<file path="src/rtl/serdes_pkg.sv">
// rtl/serdes_pkg.sv - shared SERDES link constants: K codes, framer state encoding, CRC-16 parameters
package serdes_pkg;

  // K-character codes; control words carry the same code in both bytes
  localparam logic [7:0] K_COMMA = 8'h3C;  // K28.1
  localparam logic [7:0] K_SOP   = 8'h5C;  // K28.2
  localparam logic [7:0] K_EOP   = 8'h7C;  // K28.3

  // Transmit framer state encoding
  localparam logic [2:0] ST_IDLE = 3'd0;
  localparam logic [2:0] ST_SOP  = 3'd1;
  localparam logic [2:0] ST_DATA = 3'd2;
  localparam logic [2:0] ST_CRC  = 3'd3;
  localparam logic [2:0] ST_EOP  = 3'd4;

  // CRC-16/CCITT-FALSE
  localparam logic [15:0] CRC16_POLY = 16'h1021;
  localparam logic [15:0] CRC16_INIT = 16'hFFFF;

  // Even-aligned control word: same K code in both bytes
  function automatic logic [15:0] ctrl_word(input logic [7:0] k);
    return {k, k};
  endfunction

endpackage

</file>
<file path="src/rtl/serdes_crc16.sv">
// rtl/serdes_crc16.sv - CRC-16/CCITT-FALSE accumulator, 16 data bits per cycle, MSB first
// Ports:
//   clk        in   clock
//   rst        in   synchronous active-high reset (loads CRC16_INIT)
//   init_i     in   reload CRC16_INIT
//   en_i       in   fold data_i into the accumulator
//   data_i     in   16-bit data word
//   crc_o      out  accumulated CRC
//   crc_next_o out  combinational next CRC of crc_o and data_i
module serdes_crc16
  import serdes_pkg::*;
(
  input  logic        clk,
  input  logic        rst,
  input  logic        init_i,
  input  logic        en_i,
  input  logic [15:0] data_i,
  output logic [15:0] crc_o,
  output logic [15:0] crc_next_o
);

  logic [15:0] crc_q;
  logic [15:0] crc_d;
  logic [15:0] nxt;

  // With data width equal to CRC width, XOR-ing the whole word in first and
  // then shifting 16 times is the same as feeding the bits one at a time.
  always_comb begin
    nxt = crc_q ^ data_i;
    for (int b = 0; b < 16; b++) begin
      if (nxt[15]) begin
        nxt = {nxt[14:0], 1'b0} ^ CRC16_POLY;
      end else begin
        nxt = {nxt[14:0], 1'b0};
      end
    end
  end

  always_comb begin
    crc_d = crc_q;
    if (init_i) begin
      crc_d = CRC16_INIT;
    end else if (en_i) begin
      crc_d = nxt;
    end
  end

  always_ff @(posedge clk) begin
    if (rst) begin
      crc_q <= CRC16_INIT;
    end else begin
      crc_q <= crc_d;
    end
  end

  assign crc_o      = crc_q;
  assign crc_next_o = nxt;

endmodule

</file>
<file path="src/rtl/serdes_tx_framer.sv">
// rtl/serdes_tx_framer.sv - SERDES transmit framer: comma idle, SOP/data/[CRC]/EOP packets, minimum idle gap
// Optional CRC word: define SERDES_TX_CRC_EN.
// Ports:
//   ser_tx_clk_i  in   word clock
//   ser_tx_rst_i  in   synchronous active-high reset
//   enable_i      in   permits a new packet to start (sampled in IDLE)
//   din_i         in   packet data word
//   din_valid_i   in   din_i valid
//   din_last_i    in   din_i is the last word of the packet
//   din_ready_o   out  framer accepts din_i this cycle (high in DATA)
//   ser_t_o       out  registered word to the SERDES
//   ser_tklsb_o   out  ser_t_o[7:0] is a K-character
//   ser_tkmsb_o   out  ser_t_o[15:8] is a K-character
//   underrun_o    out  pulse aligned with a mid-packet fill comma
//   pkt_cnt_o     out  EOPs sent, wrapping
module serdes_tx_framer
  import serdes_pkg::*;
#(
  parameter int unsigned MIN_IDLE = 4
) (
  input  logic        ser_tx_clk_i,
  input  logic        ser_tx_rst_i,
  input  logic        enable_i,
  input  logic [15:0] din_i,
  input  logic        din_valid_i,
  input  logic        din_last_i,
  output logic        din_ready_o,
  output logic [15:0] ser_t_o,
  output logic        ser_tklsb_o,
  output logic        ser_tkmsb_o,
  output logic        underrun_o,
  output logic [15:0] pkt_cnt_o
);

  localparam logic [7:0] MIN_IDLE_W = 8'(MIN_IDLE);

  logic [2:0]  state_q, state_d;
  logic [7:0]  gap_q, gap_d;
  logic [15:0] ser_t_q, ser_t_d;
  logic        tklsb_q, tklsb_d;
  logic        tkmsb_q, tkmsb_d;
  logic        underrun_q, underrun_d;
  logic [15:0] pkt_cnt_q, pkt_cnt_d;

  logic        xfer;

  assign din_ready_o = (state_q == ST_DATA);
  assign xfer        = din_valid_i && din_ready_o;

`ifdef SERDES_TX_CRC_EN
  logic        crc_init;
  logic [15:0] crc_val;
  logic [15:0] crc_next_unused;

  assign crc_init = (state_q == ST_SOP);

  serdes_crc16 u_crc (
    .clk        (ser_tx_clk_i),
    .rst        (ser_tx_rst_i),
    .init_i     (crc_init),
    .en_i       (xfer),
    .data_i     (din_i),
    .crc_o      (crc_val),
    .crc_next_o (crc_next_unused)
  );
`endif

  always_comb begin
    state_d    = state_q;
    gap_d      = gap_q;
    ser_t_d    = ctrl_word(K_COMMA);
    tklsb_d    = 1'b1;
    tkmsb_d    = 1'b1;
    underrun_d = 1'b0;
    pkt_cnt_d  = pkt_cnt_q;

    case (state_q)
      ST_IDLE: begin
        gap_d = (gap_q != 8'd0) ? gap_q - 8'd1 : 8'd0;
        // The comma loaded this cycle is the last one the gap needs once the
        // decremented count reaches zero, so exactly MIN_IDLE commas separate
        // an EOP from the following SOP.
        if (gap_d == 8'd0 && enable_i && din_valid_i) begin
          state_d = ST_SOP;
        end
      end

      ST_SOP: begin
        ser_t_d = ctrl_word(K_SOP);
        state_d = ST_DATA;
      end

      ST_DATA: begin
        if (din_valid_i) begin
          ser_t_d = din_i;
          tklsb_d = 1'b0;
          tkmsb_d = 1'b0;
          if (din_last_i) begin
`ifdef SERDES_TX_CRC_EN
            state_d = ST_CRC;
`else
            state_d = ST_EOP;
`endif
          end
        end else begin
          // Fill comma; the receiver discards commas inside a packet
          underrun_d = 1'b1;
        end
      end

`ifdef SERDES_TX_CRC_EN
      ST_CRC: begin
        ser_t_d = crc_val;
        tklsb_d = 1'b0;
        tkmsb_d = 1'b0;
        state_d = ST_EOP;
      end
`endif

      ST_EOP: begin
        ser_t_d   = ctrl_word(K_EOP);
        pkt_cnt_d = pkt_cnt_q + 16'd1;
        gap_d     = MIN_IDLE_W;
        state_d   = ST_IDLE;
      end

      default: begin
        state_d = ST_IDLE;
      end
    endcase
  end

  always_ff @(posedge ser_tx_clk_i) begin
    if (ser_tx_rst_i) begin
      state_q    <= ST_IDLE;
      gap_q      <= MIN_IDLE_W;
      ser_t_q    <= ctrl_word(K_COMMA);
      tklsb_q    <= 1'b1;
      tkmsb_q    <= 1'b1;
      underrun_q <= 1'b0;
      pkt_cnt_q  <= 16'd0;
    end else begin
      state_q    <= state_d;
      gap_q      <= gap_d;
      ser_t_q    <= ser_t_d;
      tklsb_q    <= tklsb_d;
      tkmsb_q    <= tkmsb_d;
      underrun_q <= underrun_d;
      pkt_cnt_q  <= pkt_cnt_d;
    end
  end

  assign ser_t_o     = ser_t_q;
  assign ser_tklsb_o = tklsb_q;
  assign ser_tkmsb_o = tkmsb_q;
  assign underrun_o  = underrun_q;
  assign pkt_cnt_o   = pkt_cnt_q;

endmodule

</file>
<file path="config.mk">
export PLATFORM = sky130hd
export DESIGN_NAME = serdes_tx_framer
export DESIGN_NICKNAME = d
export VERILOG_FILES = /design/src/rtl/serdes_pkg.sv /design/src/rtl/serdes_crc16.sv /design/src/rtl/serdes_tx_framer.sv
export SDC_FILE = /design/constraint.sdc
export NUM_CORES = 1
export LEC_CHECK = 0
export ABC_AREA = 1
export CAP_MARGIN = 20
export CELL_PAD_IN_SITES_DETAIL_PLACEMENT = 1
export CELL_PAD_IN_SITES_GLOBAL_PLACEMENT = 2
export CORE_UTILIZATION = 25
export CTS_BUF_LIST = sky130_fd_sc_hd__clkbuf_16
export DETAILED_ROUTE_END_ITERATION = 8
export PLACE_DENSITY_LB_ADDON = 0.1
export SLEW_MARGIN = 0
export SYNTH_ARGS = -nofsm -noshare
export SYNTH_HDL_FRONTEND = slang
export SYNTH_SLANG_ARGS = --single-unit
</file>
<file path="constraint.sdc">
create_clock -name ser_tx_clk_i -period 2.01 [get_ports ser_tx_clk_i]
set_clock_uncertainty 0.2 [all_clocks]
set_input_delay 0.402 -clock ser_tx_clk_i [delete_from_list [all_inputs] [get_ports ser_tx_clk_i]]
set_output_delay 0.402 -clock ser_tx_clk_i [all_outputs]
set_load 0.005 [all_outputs]
</file>
# Word level (Yosys, flattened, before mapping)
# Cells that the tools add are included.
op_classes:
  add_sub_neg: 2
  n_shift: 0
  muxes: 9
  multipliers: 0
  n_div: 0
  bitwise_logic: 1
  n_reduce_logical: 8
  n_lt_le_gt_ge: 0
  n_eq_ne: 6
ops:
  columns: ["operator", "count"]
  rows:
  - ["case mux 16 bit (3 select lines)", 1]
  - ["adder 16 x 1 -> 16 bit, second input constant", 1]
  - ["two-way mux 16 bit", 1]
  - ["case mux 8 bit (2 select lines)", 1]
  - ["two-way mux 3 bit", 3]
  - ["case mux 3 bit (3 select lines)", 1]
  - ["logical NOT 8 bit", 1]
  - ["two-way mux 8 bit", 1]
  - ["nonzero test 8 bit", 1]
  - ["subtractor 8 x 1 -> 8 bit, second input constant", 1]
  - ["!= test 2 bit, second input constant", 3]
  - ["== test 3 x 1 -> 1 bit, second input constant", 1]
  - ["== test 3 x 2 -> 1 bit, second input constant", 1]
  - ["== test 3 bit, second input constant", 1]
  - ["logical NOT 3 bit", 1]
  - ["AND reduction 3 bit", 1]
  - ["logical AND 1 bit", 2]
  - ["nonzero test 2 bit", 1]
  - ["OR reduction 2 bit", 1]
  - ["two-way mux 1 bit", 1]
  - ["NOT 1 bit", 1]
totals:
  latch_bits: 0
  mem_bits_rw: 0
  regBits: 45
  rom_bits: 0
  elab_cells: 32
  n_memories: 0

# Depth between registers and ports, before layout
depth:
  depth_word: 7
  depth_mapped: 12
  ltp_nobuf: 12

# Least setup slack after synthesis
# Ideal clock, no wire load.
synth_timing:
  kind: "register to register"
  start: "register gap_q[0]"
  end: "register state_q[2]"
  path_slack_ns: 0.421
  synth_period_minus_slack_ns: 1.589
  setup_ns: 0.113
  path_buffers: 0
  t_arrival_ns: 1.277
  path_stages_with_launch: 12
  cell_sequence: "dfxtp_1 > inv_1 > ha_1 > inv_1 > o21ai_0 > nand3_1 > nand2_1 > inv_1 > nand2_1 > nand2_1 > nand2_1 > nor2_1"
synth_between:
  elab_chain_cells: 7
synth_lines:
  columns: ["element", "line", "text"]
  rows:
  - ["start, declared", "serdes_tx_framer.sv:38", "logic [7:0] gap_q, gap_d;"]
  - ["start signal, assigned", "serdes_tx_framer.sv:144", "gap_q <= gap_d;"]
  - ["subtractor 8 x 1 -> 8 bit / nonzero test 8 bit (equally long branches)", "serdes_tx_framer.sv:79", "gap_d = (gap_q != 8'd0) ? gap_q - 8'd1 : 8'd0;"]
  - ["two-way mux 8 bit (*)", "serdes_tx_framer.sv:79", null]
  - ["logical NOT 8 bit (*)", "serdes_tx_framer.sv:83", "if (gap_d == 8'd0 && enable_i && din_valid_i) begin"]
  - ["logical AND 1 bit (*) (2 in a row)", "serdes_tx_framer.sv:83", null]
  - ["!= test 2 bit (no source line) (*)", null, null]
  - ["AND reduction 3 bit (no source line) (*)", null, null]
  - ["end signal, assigned", "serdes_tx_framer.sv:143", "state_q <= state_d;"]
  - ["end, declared", "serdes_tx_framer.sv:37", "logic [2:0] state_q, state_d;"]
# Mark *: on every way between the ends. The rest lies on a longest branch, timed or not.
# A chain may end at the register's enable or synchronous reset.

# Worst setup path after layout
layout_timing:
  start: "register pkt_cnt_q[3], in the netlist pkt_cnt_o[3]"
  end: "output port pkt_cnt_o[3]"
layout_lines:
  columns: ["element", "line", "text"]
  rows:
  - ["start, declared", "serdes_tx_framer.sv:43", "logic [15:0] pkt_cnt_q, pkt_cnt_d;"]
  - ["start signal, assigned", "serdes_tx_framer.sv:149", "pkt_cnt_q <= pkt_cnt_d;"]
  - ["end, declared", "serdes_tx_framer.sv:32", "output logic [15:0] pkt_cnt_o"]
# No word-level cell between the ends.

==> out/qor.txt <==
outcome: finished, final reports clean
post-synthesis async set-or-reset flop share: 0
final worst path period need: 1.91 ns
global-route wire length before repair: 9.92 mm
RD Place Congestion: 0.800
TritonCTS Buffers: 5
Rows: 33
DRT antenna net count: 0
DR vias: 2089
clock buffer depth: 2
# port buffers: 56
gr ovfl total: 0
synth warn: 0
Max-Cap Viols: 0
pre-CTS WS: 0.103 ns
GRT met3 Usage: 0.0341
Via density: 4.43
Startpoint Class: flop
Ant. Diodes: 0
met2 GRT Util: 0.251
Post-layout nets: 390
most used routing layer: met2
initial drt markers: 35
Synth Cell Area: 2090 um^2
Mapped Cells: 300
drt total wl: 6.00 mm
Crit path buffers/inverters: 1
sequential cell area fraction in the yosys report: 0.430
Pwr Density: 951 nW/um^2
Synth area leader: dfxtp_1
Core Area: 8180 um^2
RSZ-0062 raised after global routing: no
drt drc: 0
Arr. time, crit path: 1.31 ns
DP HPWL: 4.60 mm
HP Class: flop to flop
Sink Count: 45
Synth Flop Type: dfxtp_1
Reg clk slew, reported paths: 0.06 ns
period utilization: 0.953
DIE HEIGHT: 93.5 um
Setup TNS: 0 ns
ranking of synthesized cells by area: dfxtp_1 (43%), nand2_1 (12%), nor2_1 (8.2%)
most frequent cells in the layout: nand2_1 (68), clkdlybuf4s50_1 (55), nor2_1 (46)
# H-tree levels: 2
Setup-failing EPs final: 0
clk root buf: clkbuf_16
initial antenna violation count: 0
Netlist cell types: 28
Die ar.: 8740 um^2
flop and latch count out of synthesis: 45
IO Count: 57
peak supply drop: 307 uV
vias in the first global route: 2149
drt pass-1 iters: 4
pin count of the biggest net entering global routing: 15
kind of cell adding the most delay to the critical path: buffers and inverters
Slowest cell on crit path: clkdlybuf4s50_1
Slew Viols, Final: 0
gr usage total: 0.147
Filler Cell Count: 1034
GR Util met1: 0.181
fmax: 0.522 GHz
Max Fanout on Critical Path: 8
Syn Area/Cell: 6.98 um^2
cells along the critical path: clkdlybuf4s50_1
Leak: 1.25 nW
CP required: 1.41 ns
CTS tree: yes
starting density of the core: 0.256
Max-slew headroom: 0.812
chip width: 93.5 um
Crit Path Category: flop to output pin
slowest stage delay, CP: 0.56 ns
Worst-Skew Late Latency: 0.29 ns
commonest non-fill, non-tap cell in the layout: nand2_1
Setup crit end kind: output pin
total power: 0.00284 W
Slew @ Worst Pin: 0.279 ns
EDFF count, synth: 0
Layout area overhead: 42.6%
area share of the largest cell type after synthesis: 0.430
PnR worst setup slack: 0.0953 ns
share of cells above drive strength 1: 0.0926
count of final hold-check violations: 0
WL per Instance: 12.7 um
Synthesized Nets: 324
==> cells in the mapped netlist, types with 2 or more instances <==
| master | number |
|---|---|
| xor2_1 | 3 |
| nor2_1 | 46 |
| xnor2_1 | 2 |
| ha_1 | 3 |
| nor3_4 | 2 |
| a21oi_1 | 21 |
| nor3_1 | 6 |
| nand2_2 | 2 |
| nand3_1 | 21 |
| inv_2 | 6 |
| clkbuf_1 | 2 |
| or2_1 | 4 |
| nand2_1 | 68 |
| o21ai_0 | 11 |
| dfxtp_1 | 45 |
| nor2_2 | 4 |
| nand4_1 | 8 |
| inv_1 | 36 |
==> registers in the layout (all words and copies together) (netlist names) <==
name and cells:
pkt_cnt_o 16, ser_tkmsb_o 1, state_q 3, ser_t_o 16
underrun_o 1, gap_q 8
==> area by class of cell <==
class,count,area (um^2),share of cell area
clock buffer,5,125,0.0419
clock inverter,3,42.5,0.0143
multi-input combinational,207,1000,0.335
sequential,45,901,0.302
tap,105,131,0.0440
inverter,42,158,0.0528
timing repair buffer,65,627,0.210
==> power by group <==
| group | leakage (nW) | switching, W | internal [W] |
|---|---|---|---|
| Combinational | 0.798 | 0.000540 | 0.000309 |
| Clock | 0.0852 | 0.000360 | 0.000585 |
| Sequential | 0.364 | 0.0000749 | 0.000971 |
| Total | 1.25 | 0.000974 | 0.00186 |
==> timing repair <==
action	4_1_cts	5_1_grt
hold buffers	0	0
pin swaps	1	0
setup buffers	0	0
resized for setup	1	1
endpoints found under the hold margin	0	0
endpoints found under the setup margin	1	2
==> worst paths after layout <==
| kind | start | end | slack, ns | cells past startpoint |
|---|---|---|---|---|
| max reg2reg | gap_q[0]$_SDFFE_PP0P_ | state_q[2]$_SDFFE_PP0P_ | 0.21 | 11 |
| max | pkt_cnt_o[3]$_SDFFE_PP0P_ | pkt_cnt_o[3] | 0.1 | 1 |
| min | gap_q[7]$_SDFFE_PP0P_ | gap_q[7]$_SDFFE_PP0P_ | 0.29 | 2 |
| min reg2reg | gap_q[7]$_SDFFE_PP0P_ | gap_q[7]$_SDFFE_PP0P_ | 0.29 | 2 |
==> through the flow <==
| stage | util | instance area, um^2 | hold WS, ns | cells |
|---|---|---|---|---|
| 2_1_floorplan | - | 2090 | 0.258 | 300 |
| 3_3_place_gp | 0.345 | 2820 | 0.272 | 464 |
| 3_5_place_dp | 0.345 | 2820 | 0.284 | 464 |
| 4_1_cts | 0.365 | 2980 | 0.294 | 472 |
| 5_1_grt | 0.365 | 2980 | 0.319 | 472 |
| 6_report | 0.365 | 2980 | 0.287 | 472 |
==> cell families (layout without fill, tap and decap cells) <==
logic type      after synthesis  count (layout)  share of synthesized area
flops                        45              45                      0.430
simple gates                165             165                      0.356
compound gates               34              34                     0.0825
fa+ha+maj                     3               3                     0.0179
xor+xnor                      5               5                     0.0209
buf+inv                      48             115                     0.0920
==> metal layers <==
metal	share of wire	vias to the layer above
met5	0	-
met4	0.017	0
met3	0.034	9
met2	0.47	34
met1	0.48	968
li1	-	1078
(Power assumes the default switching activity.)
